## config.mk

```make
export PLATFORM = sky130hd
export DESIGN_NAME = rd_burst_arbiter
export DESIGN_NICKNAME = d
export VERILOG_FILES = /design/src/rtl/fifo_pkg.sv /design/src/rtl/rr_pick.sv /design/src/rtl/rd_burst_arbiter.sv
export SDC_FILE = /design/constraint.sdc
export NUM_CORES = 1
export LEC_CHECK = 0
export BUFFER_PORTS_ARGS = -buffer_cell sky130_fd_sc_hd__buf_4
export CORE_MARGIN = 2
export CORE_UTILIZATION = 48
export DETAILED_ROUTE_END_ITERATION = 6
export GPL_TIMING_DRIVEN = 0
export PLACE_DENSITY = 0.8
export SYNTH_ARGS = -nofsm -noshare
export SYNTH_HDL_FRONTEND = slang
export SYNTH_SLANG_ARGS = --single-unit
```

## constraint.sdc

```tcl
create_clock -name rd_clk -period 2.6 [get_ports rd_clk]
set_clock_uncertainty 0.15 [all_clocks]
set_input_delay 0.52 -clock rd_clk [delete_from_list [all_inputs] [get_ports rd_clk]]
set_output_delay 0.52 -clock rd_clk [all_outputs]
set_load 0.05 [all_outputs]
```

## src/rtl/fifo_pkg.sv

```systemverilog
// ---------------------------------------------------------------------------
// fifo_pkg : shared FIFO constants and read-arbiter FSM state type
// Rev 1.0
// ---------------------------------------------------------------------------
`default_nettype none

package fifo_pkg;

  localparam int FIFO_DW = 8;
  localparam int FIFO_LW = 4;

  typedef enum logic [1:0] {
    ST_IDLE  = 2'd0,
    ST_BURST = 2'd1,
    ST_DRAIN = 2'd2
  } rd_state_t;

endpackage

`default_nettype wire

```

## src/rtl/rr_pick.sv

```systemverilog
// ---------------------------------------------------------------------------
// rr_pick : combinational round-robin picker (first request at/after rr_ptr)
// Rev 1.0
// ---------------------------------------------------------------------------
`default_nettype none

module rr_pick #(
  parameter int N  = 4,
  parameter int PW = (N > 1) ? $clog2(N) : 1
) (
  input  logic [N-1:0]  req,
  input  logic [PW-1:0] rr_ptr,
  output logic          valid,
  output logic [PW-1:0] idx
);

  // Scan offsets from the far end down so the nearest requester wins last.
  always_comb begin
    valid = |req;
    idx   = '0;
    for (int k = N - 1; k >= 0; k--) begin
      if (req[(int'(rr_ptr) + k) % N]) begin
        idx = PW'((int'(rr_ptr) + k) % N);
      end
    end
  end

endmodule

`default_nettype wire

```

## src/rtl/rd_burst_arbiter.sv

```systemverilog
// ---------------------------------------------------------------------------
// rd_burst_arbiter : round-robin burst arbiter sharing the FIFO read port
// Rev 1.0
// ---------------------------------------------------------------------------
`default_nettype none

module rd_burst_arbiter
  import fifo_pkg::*;
#(
  parameter int N  = 4,
  parameter int DW = FIFO_DW,
  parameter int LW = FIFO_LW
) (
  input  logic            rd_clk,
  input  logic            rd_rst,
  input  logic            fifo_empty,
  input  logic [DW-1:0]   fifo_rd_data,
  output logic            fifo_rd_en,
  input  logic [N-1:0]    req,
  input  logic [N*LW-1:0] req_len,
  output logic [N-1:0]    gnt,
  output logic [DW-1:0]   out_data,
  output logic [N-1:0]    out_valid,
  output logic [N-1:0]    burst_done,
  output logic            busy
);

  localparam int            PW          = $clog2(N);
  localparam logic [N-1:0]  ONE_HOT_LSB = N'(1);
  localparam logic [PW-1:0] LAST_IDX    = PW'(N - 1);

  rd_state_t       r_state;
  logic [PW-1:0]   r_gidx;
  logic [PW-1:0]   r_rr_ptr;
  logic [LW:0]     r_remaining;
  logic [N-1:0]    r_gnt;
  logic [N-1:0]    r_out_valid;
  logic [N-1:0]    r_burst_done;

  logic            w_pick_valid;
  logic [PW-1:0]   w_pick_idx;
  logic            w_pop;
  logic            w_last;

  rr_pick #(
    .N  (N),
    .PW (PW)
  ) u_rr_pick (
    .req    (req),
    .rr_ptr (r_rr_ptr),
    .valid  (w_pick_valid),
    .idx    (w_pick_idx)
  );

  assign w_pop  = (r_state == ST_BURST) && !fifo_empty && (r_remaining != '0);
  assign w_last = w_pop && (r_remaining == (LW + 1)'(1));

  always_ff @(posedge rd_clk) begin
    if (rd_rst) begin
      r_state      <= ST_IDLE;
      r_gidx       <= '0;
      r_rr_ptr     <= '0;
      r_remaining  <= '0;
      r_gnt        <= '0;
      r_out_valid  <= '0;
      r_burst_done <= '0;
    end else begin
      // Return strobes trail the pop by one cycle, matching FIFO read latency.
      r_out_valid  <= w_pop  ? (ONE_HOT_LSB << r_gidx) : '0;
      r_burst_done <= w_last ? (ONE_HOT_LSB << r_gidx) : '0;

      case (r_state)
        ST_IDLE: begin
          if (w_pick_valid) begin
            r_gidx      <= w_pick_idx;
            r_remaining <= {1'b0, req_len[w_pick_idx*LW +: LW]} + 1'b1;
            r_gnt       <= ONE_HOT_LSB << w_pick_idx;
            r_state     <= ST_BURST;
          end
        end
        ST_BURST: begin
          if (w_pop) begin
            r_remaining <= r_remaining - 1'b1;
            if (w_last) begin
              r_state <= ST_DRAIN;
            end
          end
        end
        ST_DRAIN: begin
          r_gnt    <= '0;
          r_rr_ptr <= (r_gidx == LAST_IDX) ? '0 : r_gidx + 1'b1;
          r_state  <= ST_IDLE;
        end
        default: begin
          r_state <= ST_IDLE;
        end
      endcase
    end
  end

  assign fifo_rd_en = w_pop;
  assign gnt        = r_gnt;
  assign out_data   = fifo_rd_data;
  assign out_valid  = r_out_valid;
  assign burst_done = r_burst_done;
  assign busy       = (r_state != ST_IDLE);

endmodule

`default_nettype wire

```

# Word level (Yosys, flattened, before mapping)
# Cells that the tools add are included.
# Widths: inputs -> output; s select.
[word_totals]
regBits = 23
latch_bits = 0
mem_bits_rw = 0
mem_bits_ro = 0
in_bits = 31
out_inout_bits = 22
n_memories = 0
[op_classes]
n_addsub = 6
mul = 0
div_mod_pow = 0
n_lt_le_gt_ge = 4
n_eq_ne = 7
n_shift = 3
muxes = 25
bitwise = 5
reduce_logical = 19
[ops]
columns = ["cell", "n"]
rows = [
  ["$mux 2", 8],
  ["$shiftx 16x5->4", 1],
  ["$lt 3x4->1 const B", 3],
  ["$mux 5", 2],
  ["$pmux 5 s2", 1],
  ["$reduce_or 2->1", 5],
  ["$bmux 1 s2", 4],
  ["$pmux 4 s2", 1],
  ["$shl 1x2->4 const A", 2],
  ["$mux 1", 7],
  ["$reduce_and 3->1", 2],
  ["$reduce_bool 2->1", 3],
  ["$add 4x1->5 const B", 1],
  ["$eq 5x1->1 const B", 1],
  ["$reduce_bool 5->1", 1],
  ["$sub 5x1->5 const B", 1],
  ["$add 2x1->2 const B", 2],
  ["$add 2x2->2 const B", 2],
  ["$eq 2x2->1 const B", 2],
  ["$mux 4", 1],
  ["$ne 2x2->1 const B", 2],
  ["$pmux 2 s2", 1],
  ["$reduce_and 2->1", 2],
  ["$reduce_or 4->1", 1],
  ["8 further kinds", 13],
]

# Depth between registers and ports, before layout
# Gate-level depths: netlist (run 1).
[depth]
ltp_word = 14
mapped_depth = 10
depth_no_buf = 10

# Cells and area by module
# From an unflattened synthesis (run 1), not the netlist that was laid out.
[unflattened]
hier_cells = 144
area_unflattened_um2 = 1323.8
[modules_own_cells]
columns = ["mod", "n_inst", "cells_each", "area_each_um2"]
rows = [
  ["rd_burst_arbiter", 1, 131, 1246.2],
  ["rr_pick", 1, 13, 77.6],
]

# Worst setup path before layout (run 1)
# Ideal clock, no wire load.
[synth_timing]
path_type = "input to register"
from = "input req[2]"
to = "register r_remaining[2]"
setup_time_ns = 0.071
arrival_ns = 2.196
required_ns = 2.379
path_slack_ns = 0.184
cell_stages = 10
n_path_buf = 0
path_cell_list = "mux2i_1 -> nor2_1 -> nor3_2 -> mux2i_1 -> mux2i_4 -> ha_1 -> inv_1 -> and3_2 -> o21ai_0 -> a21oi_1"
[synth_via]
elab_chain_cells = 11
[synth_rtl]
columns = ["item", "line_no", "text"]
rows = [
  ["from (decl)", "rd_burst_arbiter.sv:19", "input logic [N-1:0] req,"],
  ["$bmux 1 s2", "rr_pick.sv:22", "if (req[(int'(rr_ptr) + k) % N]) begin"],
  ["$mux 1 (not written as such) (2 in a row)", "rr_pick.sv:22", ""],
  ["$mux 2 (4 in a row)", "rr_pick.sv:22", ""],
  ["$shiftx 16x5->4", "rd_burst_arbiter.sv:76", "r_remaining <= {1'b0, req_len[w_pick_idx*LW +: LW]} + 1'b1;"],
  ["$add 4x1->5", "rd_burst_arbiter.sv:76", ""],
  ["$mux 5", "rd_burst_arbiter.sv:74", "if (w_pick_valid) begin"],
  ["$pmux 5 s2", "rd_burst_arbiter.sv:72", "case (r_state)"],
  ["to (signal assigned)", "rd_burst_arbiter.sv:76", ""],
  ["to (signal assigned)", "rd_burst_arbiter.sv:83", "r_remaining <= r_remaining - 1'b1;"],
  ["to (decl)", "rd_burst_arbiter.sv:35", "logic [LW:0] r_remaining;"],
]
# Several ways; a longest one is shown, not always the timed one. The select of a mux whose other input is x is not followed.
# A chain may end at the register's enable or synchronous reset.

# Final worst setup path (run 1)
[layout_timing]
from = "register r_rr_ptr[1]"
to = "register r_remaining[2]"
[layout_via]
elab_chain_cells = 12
[layout_rtl]
columns = ["item", "line_no", "text"]
rows = [
  ["from (decl)", "rd_burst_arbiter.sv:34", "logic [PW-1:0] r_rr_ptr;"],
  ["from (signal assigned)", "rd_burst_arbiter.sv:91", "r_rr_ptr <= (r_gidx == LAST_IDX) ? '0 : r_gidx + 1'b1;"],
  ["$add 2x2->2", "rr_pick.sv:22, rr_pick.sv:23", ""],
  ["$bmux 1 s2", "rr_pick.sv:22", ""],
  ["$mux 1 (not written as such) (2 in a row)", "rr_pick.sv:22", ""],
  ["$mux 2 (3 in a row)", "rr_pick.sv:22", ""],
  ["$mux 2 *", "rr_pick.sv:22", ""],
  ["$shiftx 16x5->4 *", "rd_burst_arbiter.sv:76", ""],
  ["$add 4x1->5 *", "rd_burst_arbiter.sv:76", ""],
  ["$mux 5 *", "rd_burst_arbiter.sv:74", ""],
  ["$pmux 5 s2 *", "rd_burst_arbiter.sv:72", ""],
]
# Mark *: on every way between the ends. The rest lies on a longest branch, timed or not. The select of a mux whose other input is x is not followed.

==> impl_metrics.ini, run 1 <==
[status]
status = finished clean

[cts]
clkSinkCount = 23
clk_pin_slew_ps = 130
clk_path_buf_depth = 2
insertion_delay_ps = 310
cts_tree = built
numCtsBuffers = 3
cts-root-buf = clkbuf_4
cts_max_level = 1
ctsHoldBuffers = 0

[synth]
synthXorXnorAreaFrac_pct = 0
syn_area_sq_um = 1320
synth-edff-count = 0
ys_warn_count = 0
yosys_register_bits = 23
synthSimpleGateAreaFrac_pct = 25.4
synth_top_family_by_area = simple AND/OR/NAND/NOR gates
synth_most_common_cell = dfxtp_1
synth-compound-area-share_pct = 16.3
synthFlopType = dfxtp_1
synth_area_leaders = dfxtp_1, ha_1, mux2i_1
muxShareOfSynthArea_pct = 7.76
synth_top_area_share_pct = 34.8
post_synth_fa_ha_maj_area_fraction_pct = 7.57
syn_area_per_cell_sq_um = 8.70
synth_commonest_cells = dfxtp_1, nor2_1, a21oi_1
synthCells = 152
synth.distinct_cells = 37
synth.yosys.seq_area_share_pct = 34.8
synthArstFlopShare_pct = 0
syn_nets = 191
yosysTopAreaCell = dfxtp_1

[placed_design]
io_buffers = 44
dp_hpwl_um = 2320
pre_cts_ws_ps = -251
place.gp.congestion = 0.830
dp_cells = 227

[power_and_ir_drop]
irDropWorstVdd_v = 0.000319
clkPwrFrac_pct = 19.2
p_leak_nw = 0.802
p_int_mw = 0.561
p_sw_share_pct = 34.4
power_switching_mw = 0.294
power_density_nw_per_um2 = 481
seqPwrFrac_pct = 45.8
pwr-share-comb_pct = 35.0

[global_route]
grt_pass1_vias = 1107
grt_max_degree = 14
grt_pass1_wl_um = 4680
antenna_found_initial = 0
grt_use_total_pct = 18.3
grt_overflow = 0

[sta]
hold_viol_final = 0
worst_pin_slew_ps = 460
max_clock_freq_mhz = 411
min_period_ps = 2440
min_period_over_period_pct = 93.7
setup_viol = 0
slew_headroom_pct = 69.0
worst_slack_ps = 164
slew_violations = 0

[routing]
wl_um = 2890
via_per_inst = 5.33
num_vias = 1248
drtIter0Drc = 27
drtPass1Iterations = 4
route.detailed.drc = 0
wl_per_cell_um = 12.4
ant_nets = 0

[final_layout]
seq_area_sq_um = 460
fin_cells = 234
area_delta_synth_final_pct = 34.4
multi_input_area_sq_um = 777
num_antenna_cells = 0
final_nets = 243
nFillCells = 232
drive_gt1_share_pct = 34.5

[floorplan]
start_util_pct = 49.2
die-area_sq_um = 3190
coreArea_sq_um = 2690
die_height_um = 56.5
rows = 19
io_pins = 53
die_w_um = 56.5

[critical_path]
path_class = flop to flop
rrSetupSlack_ps = 160
cp-end-kind = flop
start_kind = flop
critPathMaxFanout = 5
arrival_ps = 2480
worstPathRequired_ps = 2650

[flow_run]
maxCapViolCount = 0

[min_path]
hp-class = primary input to flop
[stage by stage]
stage	utilization, %	TNS [ps]	power (mW)	hold WS (ps)	cell area [sq um]
final	66.2	0	0.855	264	1780
after global routing	66.2	-4.03	0.904	253	1780
after CTS	64.2	0	0.846	256	1730
after detailed placement	63.0	-656	0.683	329	1690
after global placement	63.0	-405	0.677	314	1690
after floorplan	-	0	0.597	285	1320
[power by group through the flow]
stage / clock, mW / sequential [mW] / combinational [mW]
6_report: 0.164 / 0.391 / 0.299
5_1_grt: 0.183 / 0.394 / 0.327
4_1_cts: 0.168 / 0.391 / 0.288
3_5_place_dp: 0 / 0.399 / 0.285
3_3_place_gp: 0 / 0.398 / 0.279
2_1_floorplan: 0 / 0.411 / 0.187
[flip-flops by register name, indices dropped and copies added (netlist names)]
name,flops
out_valid,4
gnt,4
r_remaining,5
r_gidx,2
burst_done,4
r_state,2
r_rr_ptr,2
[final timing paths]
path,start,endpoint,cells after the start
setup reg to reg,r_rr_ptr[1]$_SDFFE_PP0P_,r_remaining[2]$_SDFFE_PP0P_,10
setup / recovery,r_rr_ptr[1]$_SDFFE_PP0P_,r_remaining[2]$_SDFFE_PP0P_,10
hold / removal,rd_rst,r_remaining[1]$_SDFFE_PP0P_,2
hold reg to reg,r_remaining[4]$_SDFFE_PP0P_,r_remaining[4]$_SDFFE_PP0P_,2
[placed cells by master (no fill, tap or decap), types with 2 or more instances in the layout]
master    instances
a211oi_1          3
nor3b_1           3
or2_2             2
a21oi_1          11
clkbuf_4          3
clkbuf_1          3
and2_1            8
a32oi_1           4
dfxtp_1          23
nand4_1           3
nor2_1           18
mux2i_1           7
a211o_1           3
o21ai_0           4
inv_1             7
buf_4            54
nor3_1            4
ha_1              8
nand2b_1          4
nor2b_1           2
nand2_1           8
[cell type report]
cell class              instances  share of cell area, %
flip-flops and latches         23                   25.9
inverters                       7                   1.48
clock buffers                   3                   1.27
multi-input cells             110                   43.7
plain buffers                  12                   4.64
repair buffers                 47                   20.5
well taps                      31                   2.18
clock inverters                 1                  0.281
[logic make-up (layout without fill, tap and decap cells)]
logic type / Yosys count / count (layout)
adder cells (fa/ha/maj): 8 / 8
flip-flops: 23 / 23
AND/OR/NAND/NOR: 62 / 62
multiplexers: 9 / 9
buffers and inverters: 19 / 70
AO/OA/AOI/OAI: 31 / 31
[worst max-delay path, stage by stage, from the launching register on]
cell,delay (ps)
dfxtp_1,450
nand2_1,150
a311oi_4,390
nor2_2,150
mux2i_1,160
mux2i_2,230
ha_1,190
inv_1,60
and3_2,160
o21ai_0,160
a21oi_1,80
[timing repair]
| item | CTS | global route |
|---|---|---|
| pin swaps | 0 | 1 |
| gates resized for setup | 1 | 3 |
| buffers inserted | 0 | 3 |
| setup endpoints to repair | 3 | 3 |
[layer usage]
layer	global-route usage (%)	up-vias	routed length, um
li1	-	633	-
met1	23.0	565	1310
met2	31.9	48	1380
met3	1.84	2	175
met4	7.14	0	29
met5	0	-	0
Power figures use the tool's default switching activity.
==> run 2, diff against run 1 <==
--- a/config.mk
+++ b/config.mk
@@ -6,7 +6,8 @@
 export NUM_CORES = 1
 export LEC_CHECK = 0
+export ABC_AREA = 1
 export BUFFER_PORTS_ARGS = -buffer_cell sky130_fd_sc_hd__buf_4
 export CORE_MARGIN = 2
-export CORE_UTILIZATION = 48
+export CORE_UTILIZATION = 50
 export DETAILED_ROUTE_END_ITERATION = 6
 export GPL_TIMING_DRIVEN = 0
--- a/constraint.sdc
+++ b/constraint.sdc
@@ -3,3 +3,3 @@
 set_input_delay 0.52 -clock rd_clk [delete_from_list [all_inputs] [get_ports rd_clk]]
 set_output_delay 0.52 -clock rd_clk [all_outputs]
-set_load 0.05 [all_outputs]
+set_load 0.1 [all_outputs]
==> run 2 against run 1 <==
  * Maximum frequency increased by 4.6%
  * Synthesized cell count increased by 43%
  * Routed wire length increased by 11%
  * Clock power increased by 2%
  * Largest cell class unchanged
  * Largest power group is now combinational cells
==> impl_metrics.ini, run 2 <==
[cts]
numCtsBuffers = 3
clkSinkCount = 23
clk_path_buf_depth = 2
cts_max_level = 1
insertion_delay_ps = 320
clk_pin_slew_ps = 120
cts_setup_buffers = 0
cts-root-buf = clkbuf_4
ctsHoldBuffers = 0
cts_tree = built
cts_resized = 0

[final_layout]
final_cell_mix = buf_4, inv_1, nand2_1, dfxtp_1, nand3_1
seq_area_sq_um = 460
nFillCells = 299
final_nets = 305
final_common_cell = buf_4
num_antenna_cells = 0
stdcell_area_sq_um = 2030
drive_gt1_share_pct = 35.8
largest_reg_flops = 5
multi_input_area_sq_um = 913
top_register = r_remaining
area_delta_synth_final_pct = 25.0

[sta]
fin_hold_ws_ps = 350
slew_headroom_pct = 72.6
setup_viol = 0
grt_setup_unrepaired = no
min_period_ps = 2330
slew_violations = 0
max_clock_freq_mhz = 430
min_period_over_period_pct = 89.5
tns_ps = 0
worst_pin_slew_ps = 411
hold_viol_final = 0

[critical_path]
cp_common_cell = nand2_2
slowest_stage = dfxtp_1
cp-end-kind = flop
max_stage_delay_ps = 340
crit_chain = buf_6 -> nand2_1 -> o21ai_2 -> nand2_2 -> nand3_1 -> nand2_2 -> nand2_4 -> clkinv_4 -> nand3_2 -> nand2_2 -> nor2_4 -> ha_1 -> nor2_1 -> a21oi_1 -> nand3_1 -> o211ai_1 -> inv_2
worst-path-buf-inv = 3
path_delay_family = simple AND/OR/NAND/NOR gates
crit_cells = 17
r2r_cells = 17
worstPathRequired_ps = 2680
path_class = flop to flop
critPathMaxFanout = 10
arrival_ps = 2410
start_kind = flop

[synth]
synth-edff-count = 0
synth_area_leaders = dfxtp_1, inv_1, ha_1
syn_nets = 257
synth_commonest_cells = inv_1, nand2_1, dfxtp_1
synth.yosys.seq_area_share_pct = 28.4
synth.distinct_cells = 36
ys_warn_count = 0
syn_area_sq_um = 1620
syn_area_per_cell_sq_um = 7.43
yosysTopAreaCell = dfxtp_1
synthFlopType = dfxtp_1
synth_top_area_share_pct = 28.4
synthArstFlopShare_pct = 0
yosys_register_bits = 23
synthCells = 218
synth_most_common_cell = inv_1

[routing]
route.detailed.drc = 0
wl_um = 3220
wl_per_cell_um = 10.4
drtIter0Drc = 43
num_vias = 1520
drtPass1Iterations = 4
via_per_inst = 4.92
ant_nets = 0

[power_and_ir_drop]
p_total_mw = 1.12
power_density_nw_per_um2 = 554
p_leak_nw = 1.01
irDropWorstVdd_v = 0.000398

[placed_design]
dp_hpwl_um = 2620
place.gp.congestion = 0.821
io_buffers = 43
post_dp_cell_area_sq_um = 2000

[floorplan]
die_height_um = 60.9
die-area_sq_um = 3710
rows = 20
die_w_um = 60.9
start_util_pct = 52.6
coreArea_sq_um = 3080
io_pins = 53

[global_route]
grt_pass1_vias = 1354
grt_pass1_wl_um = 5690
grt_use_total_pct = 20.5
antenna_found_initial = 0
grt_max_degree = 14
grt_overflow = 0

[status]
status = finished clean

[min_path]
hp-class = flop to flop
hold_depth = 2

[flow_run]
maxCapViolCount = 0
## run 2: changes by cell type after synthesis, sizes merged, moves of 4 or more
cell | previous run | this run
nand2 | 8 | 46
inv | 7 | 40
nand3 | 0 | 23
mux2i | 9 | 0
and2 | 9 | 1
nand4 | 3 | 8
o21ai | 4 | 9
a32oi | 4 | 0
nand2b | 4 | 0
o31ai | 0 | 4
## run 2: cell type report
class                           instances  area share, %
Multi-Input combinational cell        142           45.1
Sequential cell                        23           22.7
Timing Repair Buffer                   43           15.9
Inverter                               41           8.09
Buffer                                 12           4.08
Tap cell                               44           2.72
Clock buffer                            3           1.11
Clock inverter                          1          0.247
## run 2: worst paths after layout
| path | slack [ps] | start | to |
|---|---|---|---|
| worst max-delay path | 270 | r_rr_ptr[0]$_SDFFE_PP0P_ | r_remaining[2]$_SDFFE_PP0P_ |
| worst min-delay path | 350 | gnt[2]$_SDFFE_PP0P_ | gnt[2]$_SDFFE_PP0P_ |
| worst max register to register | 270 | r_rr_ptr[0]$_SDFFE_PP0P_ | r_remaining[2]$_SDFFE_PP0P_ |
| worst min register to register | 350 | gnt[2]$_SDFFE_PP0P_ | gnt[2]$_SDFFE_PP0P_ |
## run 2: cell families (layout without fill, tap and decap cells)
logic type / count (synthesis) / count (layout) / share of synthesized area [%]
AOI/OAI and AO/OA: 29 / 29 / 11.1
xor gates and xnor gates: 1 / 1 / 0.541
adders and majority gates: 8 / 8 / 6.18
buffers and inverters: 53 / 100 / 15.2
DFF: 23 / 23 / 28.4
and+or+nand+nor: 104 / 104 / 38.5
## run 2: tightest hold or removal path: cells and delay by family, from the launching register on
kind,cells,cell delay [ps]
flops,1,340
compound gates,1,60
simple gates,1,80
## run 2: routing by layer
layer / part of all wire, % / track usage [%] / vias to the layer above / wire [um]
li1: - / - / 797 / -
met3: 7.5 / 4.69 / 7 / 240
met4: 1.7 / 7.14 / 0 / 56
met5: 0 / 0 / - / 0
met2: 49 / 35.3 / 58 / 1580
met1: 42 / 25.0 / 658 / 1340
## run 2: stage by stage
| step | util (%) | setup WS [ps] | cells |
|---|---|---|---|
| CTS | 65.8 | 257 | 309 |
| detailed placement | 64.9 | 70.7 | 305 |
| global placement | 64.9 | 97.2 | 305 |
| global route | 65.8 | 17.4 | 309 |
| floorplan | - | 242 | 218 |
| finish | 65.8 | 272 | 309 |
## run 2: power breakdown
part / leakage, nW / switching (mW) / internal (mW)
Combinational: 0.801 / 0.372 / 0.165
Sequential: 0.188 / 0.0270 / 0.389
Clock: 0.0177 / 0.111 / 0.0577
Total: 1.01 / 0.509 / 0.612
==> run 3, diff against run 2 <==
- REMOVE_ABC_BUFFERS: unset -> 1
==> run 3 against run 2 <==
  * Non-clock buffer count fell by 19
  * Hold slack got worse by 92 ps
  * Critical path depth fell by 11
  * Maximum frequency fell by 3.1%
  * Utilization fell by 4.1 points
  * Global-route usage fell by 1.6 points
  * Die area did not move
  * First-iteration DRC count fell by 16%
  * Largest power group unchanged
  * Cell count fell by 6.1%
==> impl_metrics.ini, run 3 (synthesis gave the netlist of run 2 again) <==
[status]
status = finished clean

[critical_path]
max_stage_delay_ps = 350
slowest_stage = dfxtp_1
critPathMaxFanout = 11
worst-path-buf-inv = 3
rrSetupSlack_ps = 280
arrival_ps = 1730
cp-end-kind = output pin
path_delay_family = buffers and inverters
r2r-start = r_rr_ptr[0]$_SDFFE_PP0P_
worstPathRequired_ps = 1930
start_kind = flop
crit_chain = inv_1 -> nor2_1 -> inv_1 -> nor2_1 -> and2_1 -> buf_6
path_class = flop to output pin
worstSetupStartpoint = r_state[0]$_SDFFE_PP0P_

[placed_design]
io_buffers = 36
pre_cts_ws_ps = -7.50
dp_hpwl_um = 2470
place.gp.congestion = 0.820
post_dp_cell_area_sq_um = 1860

[flow_run]
maxCapViolCount = 0

[sta]
slew_headroom_pct = 79.4
max_clock_freq_mhz = 416
tns_ps = 0
min_period_over_period_pct = 92.4
worst_slack_ps = 198
min_period_ps = 2400
setup_viol = 0
hold_viol_final = 0
worst_pin_slew_ps = 309
grt_setup_unrepaired = no
slew_violations = 0

[min_path]
hp-start = rd_rst
hp-class = primary input to flop

[cts]
clk_path_buf_depth = 2
clkSinkCount = 23
cts_max_level = 1
clk_pin_slew_ps = 130
cts-root-buf = clkbuf_4
ctsHoldBuffers = 0
insertion_delay_ps = 320
numCtsBuffers = 3
cts_tree = built

[power_and_ir_drop]
p_total_mw = 1.05
p_sw_share_pct = 43.0
power_density_nw_per_um2 = 551
clkPwrFrac_pct = 15.9
seqPwrFrac_pct = 39.6
p_leak_nw = 0.926
irDropWorstVdd_v = 0.000326
pwr-share-comb_pct = 44.5
p_int_mw = 0.596
power_switching_mw = 0.450

[floorplan]
io_pins = 53
die_w_um = 60.9
start_util_pct = 52.6
coreArea_sq_um = 3080
die-area_sq_um = 3710
die_height_um = 60.9
rows = 20

[routing]
route.detailed.drc = 0
num_vias = 1444
via_per_inst = 4.98
ant_nets = 0
wl_um = 3010
drtIter0Drc = 36
drtPass1Iterations = 4
wl_per_cell_um = 10.4

[final_layout]
final_core_util_pct = 61.7
largest_reg_flops = 5
drive_gt1_share_pct = 32.5
final_cell_mix = inv_1, buf_4, nand2_1, dfxtp_1, nand3_1
top_register = r_remaining
stdcell_area_sq_um = 1900
area_delta_synth_final_pct = 17.1
num_antenna_cells = 0
final_nets = 286

[global_route]
grt_use_total_pct = 18.9
grt_max_degree = 14
grt_pass1_vias = 1366
grt_overflow = 0
antenna_found_initial = 0
grt_pass1_wl_um = 5430
run 3: cell type report:
| type | instances | area [sq um] |
|---|---|---|
| inverters | 41 | 164 |
| flip-flops and latches | 23 | 464 |
| clock inverters | 1 | 5.00 |
| fillers | 307 | 1180 |
| well taps | 44 | 55.1 |
| repair buffers | 36 | 274 |
| multi-input cells | 142 | 913 |
| clock buffers | 3 | 22.5 |
run 3: final timing paths:
| check | end | depth (start not counted) |
|---|---|---|
| worst max-delay path | fifo_rd_en | 6 |
| worst min-delay path | r_remaining[3]$_SDFFE_PP0P_ | 2 |
| worst max register to register | r_remaining[2]$_SDFFE_PP0P_ | 16 |
| worst min register to register | gnt[2]$_SDFFE_PP0P_ | 2 |
run 3: timing repair:
action,in CTS,in global routing
endpoints found under the setup margin,1,2
setup buffers,0,0
gates resized for setup,1,2
run 3: power by group through the flow:
stage                     Clock [mW]  Sequential (mW)  Combinational (mW)
after floorplan                    0            0.473               0.308
after detailed placement           0            0.424               0.465
after global routing           0.182            0.420               0.521
final                          0.166            0.415               0.465
after global placement             0            0.422               0.459
after CTS                      0.173            0.416               0.466
run 3: metal layers:
metal	routed length [um]	track usage, %	up-vias
li1	-	-	759
met1	1340	21.9	647
met2	1530	34.3	36
met3	130	5.54	2
met4	14	4.04	0
met5	0	0	-
run 3: per-stage QoR:
step                      hold WS (ps)  std cells
after floorplan                    325        206
after global placement             334        286
after detailed placement           339        286
after CTS                          250        290
after global routing               269        290
final                              258        290
